<file path="config.mk">
export PLATFORM = sky130hd
export DESIGN_NAME = fpu_req_arbiter
export DESIGN_NICKNAME = d
export VERILOG_FILES = /design/src/rtl/fpu_req_arbiter.sv
export SDC_FILE = /design/constraint.sdc
export NUM_CORES = 1
export LEC_CHECK = 0
export BUFFER_PORTS_ARGS = -buffer_cell sky130_fd_sc_hd__buf_2
export CAP_MARGIN = 20
export CELL_PAD_IN_SITES_DETAIL_PLACEMENT = 0
export CELL_PAD_IN_SITES_GLOBAL_PLACEMENT = 1
export CORE_ASPECT_RATIO = 1.1
export CORE_MARGIN = 5
export CORE_UTILIZATION = 30
export CTS_CLUSTER_DIAMETER = 200
export DETAILED_ROUTE_END_ITERATION = 8
export PLACE_DENSITY = 0.84
export SETUP_SLACK_MARGIN = 0.1
export SLEW_MARGIN = 10
export SYNTH_ARGS = -nofsm -noshare
export SYNTH_HDL_FRONTEND = slang
export SYNTH_SLANG_ARGS = --single-unit
</file>
<file path="constraint.sdc">
create_clock -name clock100KHz -period 1.8 [get_ports clock100KHz]
set_input_delay 0.09 -clock clock100KHz [delete_from_list [all_inputs] [get_ports clock100KHz]]
set_output_delay 0.09 -clock clock100KHz [all_outputs]
set_load 0.1 [all_outputs]
</file>
<file path="src/rtl/fpu_req_arbiter.sv">
// Round-robin share of one reset-started fpu between two valid/ready requesters.
// Result returns FPU_LATENCY+1 cycles after accept; a stalled response blocks new grants.
module fpu_req_arbiter #(
  parameter int FPU_LATENCY = 6,
  parameter int CNT_W       = 4
) (
  input  logic        clock100KHz,
  input  logic        reset,
  input  logic [1:0]  req_valid,
  output logic [1:0]  req_ready,
  input  logic [63:0] req_op_a,
  input  logic [63:0] req_op_b,
  output logic [1:0]  resp_valid,
  input  logic [1:0]  resp_ready,
  output logic [31:0] resp_data,
  output logic [3:0]  resp_status,
  output logic [31:0] fpu_op_a,
  output logic [31:0] fpu_op_b,
  output logic        fpu_rst_n,
  input  logic [31:0] fpu_data,
  input  logic [3:0]  fpu_status,
  output logic        busy
);

  typedef enum logic [1:0] {
    S_IDLE   = 2'd0,
    S_LAUNCH = 2'd1,
    S_WAIT   = 2'd2,
    S_RESP   = 2'd3
  } state_t;

  state_t      r_state, w_state;
  logic        r_last_grant, w_last_grant;
  logic        r_owner, w_owner;
  logic [CNT_W-1:0] r_cnt, w_cnt;
  logic [1:0]  r_resp_valid, w_resp_valid;
  logic [31:0] r_resp_data, w_resp_data;
  logic [3:0]  r_resp_status, w_resp_status;
  logic [31:0] r_op_a, w_op_a;
  logic [31:0] r_op_b, w_op_b;
  logic        r_fpu_rst_n, w_fpu_rst_n;

  logic        w_grant;
  logic [1:0]  w_req_ready;
  logic        w_hs;

  // With both ports asking, the one not served last time wins.
  assign w_grant     = (req_valid == 2'b11) ? ~r_last_grant : req_valid[1];
  assign w_req_ready = ((r_state == S_IDLE) && (req_valid != 2'b00)) ?
                       {w_grant, ~w_grant} : 2'b00;
  assign w_hs        = |(req_valid & w_req_ready);

  always_ff @(posedge clock100KHz or negedge reset) begin
    if (!reset) begin
      r_state <= S_IDLE;
    end else begin
      r_state <= w_state;
    end
  end

  always_comb begin
    w_state       = r_state;
    w_last_grant  = r_last_grant;
    w_owner       = r_owner;
    w_cnt         = r_cnt;
    w_resp_valid  = r_resp_valid;
    w_resp_data   = r_resp_data;
    w_resp_status = r_resp_status;
    w_op_a        = r_op_a;
    w_op_b        = r_op_b;
    w_fpu_rst_n   = r_fpu_rst_n;
    case (r_state)
      S_IDLE: begin
        if (w_hs) begin
          w_op_a       = w_grant ? req_op_a[63:32] : req_op_a[31:0];
          w_op_b       = w_grant ? req_op_b[63:32] : req_op_b[31:0];
          w_owner      = w_grant;
          w_last_grant = w_grant;
          w_fpu_rst_n  = 1'b0;
          w_state      = S_LAUNCH;
        end else begin
          w_fpu_rst_n  = 1'b1;
        end
      end
      S_LAUNCH: begin
        w_fpu_rst_n = 1'b1;
        w_cnt       = '0;
        w_state     = S_WAIT;
      end
      S_WAIT: begin
        w_cnt = r_cnt + CNT_W'(1);
        if (r_cnt == CNT_W'(FPU_LATENCY - 1)) begin
          w_resp_data   = fpu_data;
          w_resp_status = fpu_status;
          w_resp_valid  = {r_owner, ~r_owner};
          w_state       = S_RESP;
        end
      end
      S_RESP: begin
        if (resp_ready[r_owner]) begin
          w_resp_valid = 2'b00;
          w_state      = S_IDLE;
        end
      end
      default: w_state = S_IDLE;
    endcase
  end

  always_ff @(posedge clock100KHz or negedge reset) begin
    if (!reset) begin
      r_last_grant  <= 1'b1;
      r_owner       <= 1'b0;
      r_cnt         <= '0;
      r_resp_valid  <= 2'b00;
      r_resp_data   <= '0;
      r_resp_status <= '0;
      r_op_a        <= '0;
      r_op_b        <= '0;
      r_fpu_rst_n   <= 1'b0;
    end else begin
      r_last_grant  <= w_last_grant;
      r_owner       <= w_owner;
      r_cnt         <= w_cnt;
      r_resp_valid  <= w_resp_valid;
      r_resp_data   <= w_resp_data;
      r_resp_status <= w_resp_status;
      r_op_a        <= w_op_a;
      r_op_b        <= w_op_b;
      r_fpu_rst_n   <= w_fpu_rst_n;
    end
  end

  assign req_ready   = w_req_ready;
  assign resp_valid  = r_resp_valid;
  assign resp_data   = r_resp_data;
  assign resp_status = r_resp_status;
  assign fpu_op_a    = r_op_a;
  assign fpu_op_b    = r_op_b;
  assign fpu_rst_n   = r_fpu_rst_n;
  assign busy        = (r_state != S_IDLE);

endmodule

</file>
==> out/metrics.cfg, run 1 <==
[die]
num_rows = 49
dieArea_sq_um = 19000
ios = 276
start_util_pct = 30.2
core_sq_um = 16200
dieWidth_microns = 132
fp.dieH_microns = 144

[synth]
ys_types = 33
syn_nets = 538
ys_ff_latch = 111
yosysTopAreaCellShare_pct = 56.1
yosys.area.top_type = dfrtp_1
synthCells = 361
syn_area_sq_um = 4910
synth_warnings = 0
ys_top_cells_by_area = dfrtp_1 (56%), a221o_1 (13%), mux2_4 (9.2%)
yosysSeqAreaShare_pct = 56.6
syn_area_per_cell_sq_um = 13.6

[sta]
period_share_pct = 94.3
hold_ws_ps = 41.6
finClkSkew_ps = 12.2
tightest_slew_ps = 527
tns_ps = 0
maxSlewHeadroom_pct = 65.1
fin_ws_ps = 102
min_period_ps = 1700
setup_viol = 0
hold_viol = 0
rsz0062_at_grt = true
report.final.slew_viol_count = 0
max_freq_mhz = 589

[layout]
layout.core_utilization_pct = 51.2
multi_input_area_sq_um = 1960
regArea_sq_um = 2780
final_nets = 931
fillers = 1400
layout_common_cells = buf_2 (272), dfrtp_1 (110), dlygate4sd3_1 (100)
drive_gt1_share_pct = 50.6
diodes = 0
area_growth_pct = 69.6
layout_commonest_cell = buf_2

[critical_path]
rr_worst_depth = 6
r2r_end = resp_data[3]
slowest_delay_ps = 390
crit_family = simple AND/OR/NAND/NOR gates
rr_startpoint = r_cnt[1]
endpoint_kind = flop
critPathCapture = resp_data[3]
slowest_stage = dfrtp_1
crit_chain = inv_1 > ha_2 > nand3b_4 > or2_4 > clkbuf_16 > mux2_4
rrSetupSlack_ps = 100
required_ps = 2040
cp_num_buf_inv = 2
cp-start-kind = flop
critPathKind = flop to flop
critPathMaxFanout = 6
worstSetupStartpoint = r_cnt[1]
critical_path_arrival_ps = 1940
cp.depth = 6

[global_route]
grtUsageTotal_pct = 17.7
grt.overflow.total = 0
grt_pass1_vias = 4868
grt_pass1_wl_mm = 26.7
antenna_found_initial = 1
grt_max_degree = 60

[outcome]
status = finished, final reports clean

[min_path]
hold_path.class = primary input to flop

[route]
drtAntennaViolNets = 0
firstDrtPassIters = 4
drtIter0Drc = 273
wl_per_cell_microns = 19.4
via_count = 4824
routed_wirelength_mm = 18.7
via_per_inst = 5.01
drc = 0

[clock_tree]
path_clk_slew_ps = 90
h-tree-depth = 3
numClockSinks = 111
cts_tree = yes
cts_buffer_depth = 2
numCtsBuffers = 9
clk_latency_ps = 360
cts_root_buffer = clkbuf_16

[job]
cap_violations = 0

[placed_design]
dp_slack_ps = 56.4
routabilityCongestion = 0.765
dp_hpwl_mm = 11.1
portBuffers = 275

synth_stat cells:
| library cell | n |
|---|---|
| dfrtp_1 | 110 |
| a221o_1 | 64 |
| and3_1 | 64 |
| mux2_4 | 30 |
| clkbuf_1 | 20 |
| inv_1 | 9 |
| ha_1 | 7 |
| mux2_2 | 7 |
| buf_2 | 6 |
| mux2i_1 | 4 |
| o21ai_0 | 4 |
| a21oi_1 | 3 |
| buf_1 | 3 |
| buf_12 | 3 |
| o22ai_1 | 3 |
| a21o_1 | 2 |
| and2_1 | 2 |
| nand3_1 | 2 |
| nand3b_1 | 2 |
| nor2_1 | 2 |
| nor2b_1 | 2 |
| a2111oi_0 | 1 |
| a211o_1 | 1 |
| a221o_2 | 1 |
| buf_6 | 1 |
| dfstp_2 | 1 |
| inv_2 | 1 |
| nand2_1 | 1 |
| nand2b_1 | 1 |
| nand3b_4 | 1 |
| nor3b_1 | 1 |
| o2bb2ai_1 | 1 |
| or2_1 | 1 |
through the flow:
step                instance area (sq um)  instances
CTS                                  8070        948
floorplan                            4920        361
global placement                     6610        821
global route                         8330        963
detailed placement                   6610        821
finish                               8330        963
registers in the layout, indices dropped and copies added, names as in the netlist:
name and count:
r_owner 1, fpu_op_b 32, fpu_op_a 32, resp_valid 2, r_cnt 4, r_state 2
fpu_rst_n 1, r_last_grant 1, resp_status 4, resp_data 32
routing by layer:
metal | wire length, microns | GRT usage [%]
met5 | 13 | 0
met4 | 498 | 7.69
met3 | 1420 | 4.94
met1 | 7370 | 21.1
met2 | 9370 | 30.0
cell type report:
cell class                 instances  area share [%]
tap                              204            3.07
inverter                          10           0.451
multi-input combinational        207            23.5
clock buffer                       9            2.71
clock inverter                     7            1.01
sequential                       111            33.4
timing repair buffer             415            35.8
cell families (layout without fill, tap and decap cells):
group / Yosys count / after routing / share of synthesized area, %
buf+inv: 43 / 441 / 4.59
flops: 111 / 111 / 56.6
mux: 41 / 41 / 11.6
compound gates: 80 / 80 / 15.2
simple gates: 79 / 79 / 10.2
fa+ha+maj: 7 / 7 / 1.78
worst min-delay path by stage:
stage	end	from	cells after the start	slack (ps)
floorplan	fpu_op_a[0]	reset	0	-210
global placement	fpu_op_a[4]	reset	1	30
detailed placement	fpu_op_a[10]	reset	1	30
CTS	fpu_op_a[27]	req_op_a[59]	2	30
global route	fpu_op_a[27]	req_op_a[59]	2	40
finish	fpu_op_a[27]	req_op_a[59]	2	40
repair_timing:
action | CTS | global route
endpoints found under the setup margin | 101 | 45
gates cloned | 2 | 9
gates resized for setup | 10 | 4
endpoints found under the hold margin | 123 | 0
hold buffers | 100 | 0
pin swaps | 1 | 2
setup buffers | 9 | 6
Power of run 1 is not shown: default switching activity piles up to over one toggle a cycle in this logic, so the estimate is an artifact.
==> run 2: changes to the inputs <==
--- a/config.mk
+++ b/config.mk
@@ -14,7 +14,7 @@
 export CORE_UTILIZATION = 30
 export CTS_CLUSTER_DIAMETER = 200
 export DETAILED_ROUTE_END_ITERATION = 8
-export PLACE_DENSITY = 0.84
+export PLACE_DENSITY = 0.81
 export SETUP_SLACK_MARGIN = 0.1
 export SLEW_MARGIN = 10
 export SYNTH_ARGS = -nofsm -noshare
==> out/metrics.cfg, run 2 (synthesis gave the netlist of run 1 again) <==
[outcome]
status = finished, final reports clean

[placed_design]
routabilityCongestion = 0.810  ; +5.8%
dp_slack_ps = 43.5  ; -12.9 ps
portBuffers = 275  ; unchanged
dp_hpwl_mm = 11.6  ; +4.6%

[layout]
area_growth_pct = 69.1
drive_gt1_share_pct = 50.6  ; about the same
layout_commonest_cell = buf_2
layout_common_cells = buf_2 (271), dfrtp_1 (110), dlygate4sd3_1 (101)
diodes = 0  ; unchanged
final_nets = 927  ; -0.43%
layout.core_utilization_pct = 51.1  ; -0.13 points

[critical_path]
crit_family = buffers and inverters
critPathMostFrequentCell = buf_12
cp_num_buf_inv = 4  ; +2
endpoint_kind = output port
crit_chain = inv_2 > ha_4 > buf_6 > nand2_4 > a21oi_4 > buf_12 > buf_12
critPathKind = flop to output port
slowest_delay_ps = 390  ; about the same
cp-start-kind = flop
critical_path_arrival_ps = 1630  ; -310 ps
required_ps = 1710  ; -330 ps
slowest_stage = dfrtp_1
critPathMaxFanout = 4  ; -2

[route]
drtIter0Drc = 245  ; -10%
via_per_inst = 4.93  ; -1.6%
routed_wirelength_mm = 18.0  ; -3.4%
firstDrtPassIters = 4  ; unchanged
wl_per_cell_microns = 18.8  ; -3.0%
drc = 0  ; unchanged
drtAntennaViolNets = 0  ; unchanged
via_count = 4727  ; -2.0%

[clock_tree]
cts_buffer_depth = 2  ; unchanged
clk_latency_ps = 350  ; about the same
path_clk_slew_ps = 80  ; about the same
h-tree-depth = 3  ; unchanged
numCtsBuffers = 9  ; unchanged
cts_tree = yes
numClockSinks = 111  ; unchanged
cts_root_buffer = clkbuf_16

[sta]
finClkSkew_ps = 11.3  ; -0.907 ps
max_freq_mhz = 580  ; -1.5%
report.final.slew_viol_count = 0  ; unchanged
hold_viol = 0  ; unchanged
min_period_ps = 1720  ; +26.6 ps
period_share_pct = 95.8  ; +1.5 points
maxSlewHeadroom_pct = 61.4  ; -3.7 points
fin_ws_ps = 75.2  ; -26.6 ps
tns_ps = 0  ; unchanged
tightest_slew_ps = 564  ; +37.0 ps
setup_viol = 0  ; unchanged
rsz0062_at_grt = true

[global_route]
grt.overflow.total = 0  ; unchanged
grtUsageTotal_pct = 18.0  ; +0.33 points
grt_pass1_wl_mm = 27.4  ; +2.5%
grt_max_degree = 60  ; unchanged
grt_pass1_vias = 5194  ; +6.7%
antenna_found_initial = 1  ; unchanged

[die]
dieArea_sq_um = 19000  ; unchanged
dieWidth_microns = 132  ; unchanged
ios = 276  ; unchanged
start_util_pct = 30.2  ; unchanged
fp.dieH_microns = 144  ; unchanged
num_rows = 49  ; unchanged
core_sq_um = 16200  ; unchanged

[job]
cap_violations = 0  ; unchanged

[min_path]
hold_path.class = primary input to flop

-- run 2: worst reg2reg max path, delay by kind of cell (launching register included) --
family	cells	cell delay (ps)
AO/OA/AOI/OAI	2	660
adder cells (fa/ha/maj)	1	170
buffers and inverters	2	210
flip-flops	1	360
AND/OR/NAND/NOR	1	160
-- run 2: layout make-up --
| class | instances | area (sq um) |
|---|---|---|
| Clock buffer | 9 | 225 |
| Clock inverter | 7 | 88.8 |
| Fill cell | 1412 | 7940 |
| Inverter | 10 | 37.5 |
| Multi-Input combinational cell | 207 | 1980 |
| Sequential cell | 111 | 2780 |
| Tap cell | 204 | 255 |
| Timing Repair Buffer | 411 | 2940 |
-- run 2: path summary, 6_finish.rpt --
path	from	endpoint	slack, ps	depth (start not counted)
worst max-delay path	r_state[0]	req_ready[1]	80	7
worst min-delay path	req_op_b[15]	fpu_op_b[15]	60	3
worst max register to register	r_state[0]	r_state[0]	100	6
worst min register to register	resp_data[24]	resp_data[24]	510	1
max in group asynchronous	reset	r_last_grant	840	3
min in group asynchronous	reset	fpu_op_a[2]	230	2
-- run 2: timing repair --
| action | CTS | global route |
|---|---|---|
| hold buffers | 101 | 0 |
| pin swaps | 1 | 11 |
| resized for setup | 19 | 6 |
| buffers inserted | 9 | 4 |
| gates cloned | 3 | 5 |
| hold endpoints to repair | 131 | 0 |
| setup endpoints to repair | 103 | 80 |
-- run 2: per-stage QoR --
step                hold WS, ps  area, sq um  instances
floorplan                  -206         4920        361
global placement           61.3         6600        821
detailed placement         68.2         6600        821
CTS                        34.2         8140        950
global route               50.7         8300        959
finish                     56.4         8300        959
-- run 2: per-layer routing --
| metal | vias up | wire length [microns] | track usage (%) |
|---|---|---|---|
| met1 | 2287 | 6990 | 20.6 |
| met5 | - | 7 | 0 |
| met2 | 228 | 9240 | 31.5 |
| met3 | 39 | 1250 | 5.11 |
| li1 | 2171 | - | - |
| met4 | 2 | 540 | 7.96 |
Power of run 2 is left out for the same reason.
==> run 3: changes to the inputs <==
--- a/config.mk
+++ b/config.mk
@@ -5,16 +5,17 @@
 export SDC_FILE = /design/constraint.sdc
 export NUM_CORES = 1
 export LEC_CHECK = 0
+export ABC_AREA = 1
 export BUFFER_PORTS_ARGS = -buffer_cell sky130_fd_sc_hd__buf_2
 export CAP_MARGIN = 20
 export CELL_PAD_IN_SITES_DETAIL_PLACEMENT = 0
 export CELL_PAD_IN_SITES_GLOBAL_PLACEMENT = 1
 export CORE_ASPECT_RATIO = 1.1
 export CORE_MARGIN = 5
-export CORE_UTILIZATION = 30
+export CORE_UTILIZATION = 28
 export CTS_CLUSTER_DIAMETER = 200
 export DETAILED_ROUTE_END_ITERATION = 8
-export PLACE_DENSITY = 0.81
+export PLACE_DENSITY = 0.82
 export SETUP_SLACK_MARGIN = 0.1
 export SLEW_MARGIN = 10
 export SYNTH_ARGS = -nofsm -noshare
==> out/metrics.cfg, run 3 <==
[outcome]
status = finished, final reports clean

[sta]
max_freq_mhz = 616  ; +6.3%
tightest_slew_ps = 667  ; +103 ps
period_share_pct = 90.1  ; -5.7 points
maxSlewHeadroom_pct = 55.6  ; -5.9 points
rsz0062_at_grt = true
finClkSkew_ps = 15.8  ; +4.48 ps
report.final.slew_viol_count = 0  ; unchanged
hold_viol = 0  ; unchanged
setup_viol = 0  ; unchanged
min_period_ps = 1620  ; -102 ps
hold_ws_ps = 18.5  ; -37.8 ps

[layout]
final_nets = 1191  ; +28%
regArea_sq_um = 2780  ; unchanged
drive_gt1_share_pct = 31.9  ; -19 points
layout_commonest_cell = nand2_1
multi_input_area_sq_um = 1850  ; -6.9%
diodes = 0  ; unchanged
fillers = 1531  ; +8.4%
layout_common_cells = nand2_1 (291), buf_2 (272), dlygate4sd3_1 (164)
area_growth_pct = 78.0
design_area_sq_um = 8600  ; +3.6%
layout.core_utilization_pct = 50.5  ; -0.57 points

[placed_design]
portBuffers = 275  ; unchanged
routabilityCongestion = 0.829  ; +2.4%
dp_hpwl_mm = 11.6  ; +0.22%
dpl_cell_area_sq_um = 6510  ; -1.3%

[route]
wl_per_cell_microns = 15.3  ; -19%
firstDrtPassIters = 5  ; +1
via_per_inst = 4.54  ; -7.9%
drtIter0Drc = 234  ; -4.5%
drc = 0  ; unchanged
via_count = 5689  ; +20%
routed_wirelength_mm = 19.2  ; +6.4%
drtAntennaViolNets = 0  ; unchanged

[clock_tree]
cts_tree = yes
numClockSinks = 111  ; unchanged
path_clk_slew_ps = 70  ; about the same
cts_root_buffer = clkbuf_16
cts_buffer_depth = 2  ; unchanged
numCtsBuffers = 9  ; unchanged
clk_latency_ps = 350  ; about the same
h-tree-depth = 3  ; unchanged

[min_path]
hold_path.class = primary input to flop
whs_path_depth = 3  ; unchanged

[synth]
syn_nets = 753  ; +40%
synth_ff_type = dfrtp_1
synthTopCellsByCount = nand2_1 (292), dfrtp_1 (110), nand3_1 (103)
yosys.area.top_type = dfrtp_1
synthCells = 576  ; +60%
yosysSeqAreaShare_pct = 57.5  ; +0.91 points
ys_top_cells_by_area = dfrtp_1 (57%), nand2_1 (23%), nand3_1 (11%)
ys_ff_latch = 111  ; unchanged
syn_area_per_cell_sq_um = 8.39  ; -38%
async_flop_share_pct = 100  ; unchanged
yosysMostFrequentCell = nand2_1
synth-edff-count = 0  ; unchanged
yosysTopAreaCellShare_pct = 57.0  ; +0.90 points
ys_types = 20  ; -39%
synth_warnings = 0  ; unchanged
syn_area_sq_um = 4830  ; -1.6%

[die]
num_rows = 50  ; +2.0%
dieArea_sq_um = 20000  ; +5.0%
dieWidth_microns = 135  ; +2.5%
fp.dieH_microns = 148  ; +2.5%
start_util_pct = 28.4  ; -1.8 points
core_sq_um = 17000  ; +4.7%
ios = 276  ; unchanged

[critical_path]
rr_startpoint = r_state[1]
required_ps = 1710  ; about the same
cp-start-kind = flop
critical_path_arrival_ps = 1530  ; -100 ps
worstSetupStartpoint = r_state[1]
endpoint_kind = output port
critPathKind = flop to output port
critPathMaxFanout = 3  ; -1
rrSetupSlack_ps = 220  ; +120 ps
critPathCapture = req_ready[1]
r2r_end = fpu_op_b[16]
rr_worst_depth = 8  ; +2

[global_route]
grt.overflow.total = 0  ; unchanged
grt_pass1_wl_mm = 30.1  ; +9.9%
antenna_found_initial = 0  ; -1
grt_max_degree = 112  ; +87%
grtUsageTotal_pct = 18.9  ; +0.91 points
grt_pass1_vias = 5898  ; +14%

[job]
cap_violations = 0  ; unchanged

-- run 3: changes by cell type after synthesis, moves of 7 or more --
cell	change
nand2_1	+291
nand3_1	+101
a221o_1	-64
and3_1	-64
mux2_4	-30
clkbuf_1	-12
buf_4	+8
buf_2	+7
mux2_2	-7
-- run 3: metal layers --
metal	share of wire, %	up-vias	GRT usage [%]
met5	0	-	0
met4	3.8	0	9.22
met3	8.5	45	4.66
met2	47	302	31.4
met1	41	2634	22.9
li1	-	2708	-
-- run 3: worst min path at each step --
| stage | endpoint | slack (ps) | start |
|---|---|---|---|
| 4_1_cts | resp_status[1] | 10 | fpu_status[1] |
| 3_3_place_gp | resp_status[1] | 240 | reset |
| 2_1_floorplan | fpu_op_a[0] | -210 | reset |
| 3_5_place_dp | resp_status[1] | 230 | reset |
| 5_1_grt | resp_status[1] | 20 | fpu_status[1] |
| 6_report | resp_status[1] | 20 | fpu_status[1] |
-- run 3: through the flow --
stage / std cells / TNS, ps / setup slack [ps]
2_1_floorplan: 576 / -1020 / -23.9
3_3_place_gp: 1063 / 0 / 282
3_5_place_dp: 1063 / 0 / 242
4_1_cts: 1251 / 0 / 79.9
5_1_grt: 1253 / 0 / 99.9
6_report: 1253 / 0 / 177
-- run 3: cell type report --
type                            instances  area share [%]
Inverter                                9           0.436
Multi-Input combinational cell        422            21.5
Clock inverter                          7           0.786
Timing Repair Buffer                  461            39.0
Clock buffer                            9            2.62
Sequential cell                       111            32.3
Tap cell                              234            3.40
-- run 3: cell families (layout without fill, tap and decap cells) --
logic type | after synthesis | after routing | synth area share (%)
DFF | 111 | 111 | 57.5
adders and majority gates | 7 | 7 | 1.81
and+or+nand+nor | 407 | 407 | 34.6
buffers and inverters | 43 | 486 | 5.07
xor gates and xnor gates | 1 | 1 | 0.181
AOI/OAI and AO/OA | 7 | 7 | 0.829
-- run 3: worst max-delay path, stage by stage, from the launching register on --
cell and delay, ps:
dfrtp_1 390, inv_2 100, ha_4 180, clkinvlp_4 120
nor2_4 130, buf_12 120, buf_12 160
-- run 3: repair_timing --
item	CTS	global route
gates cloned	3	0
hold buffers	164	0
resized for setup	0	1
endpoints found under the setup margin	2	5
setup buffers	5	2
endpoints found under the hold margin	209	0
pin swaps	2	1
Power of run 3 is left out for the same reason.
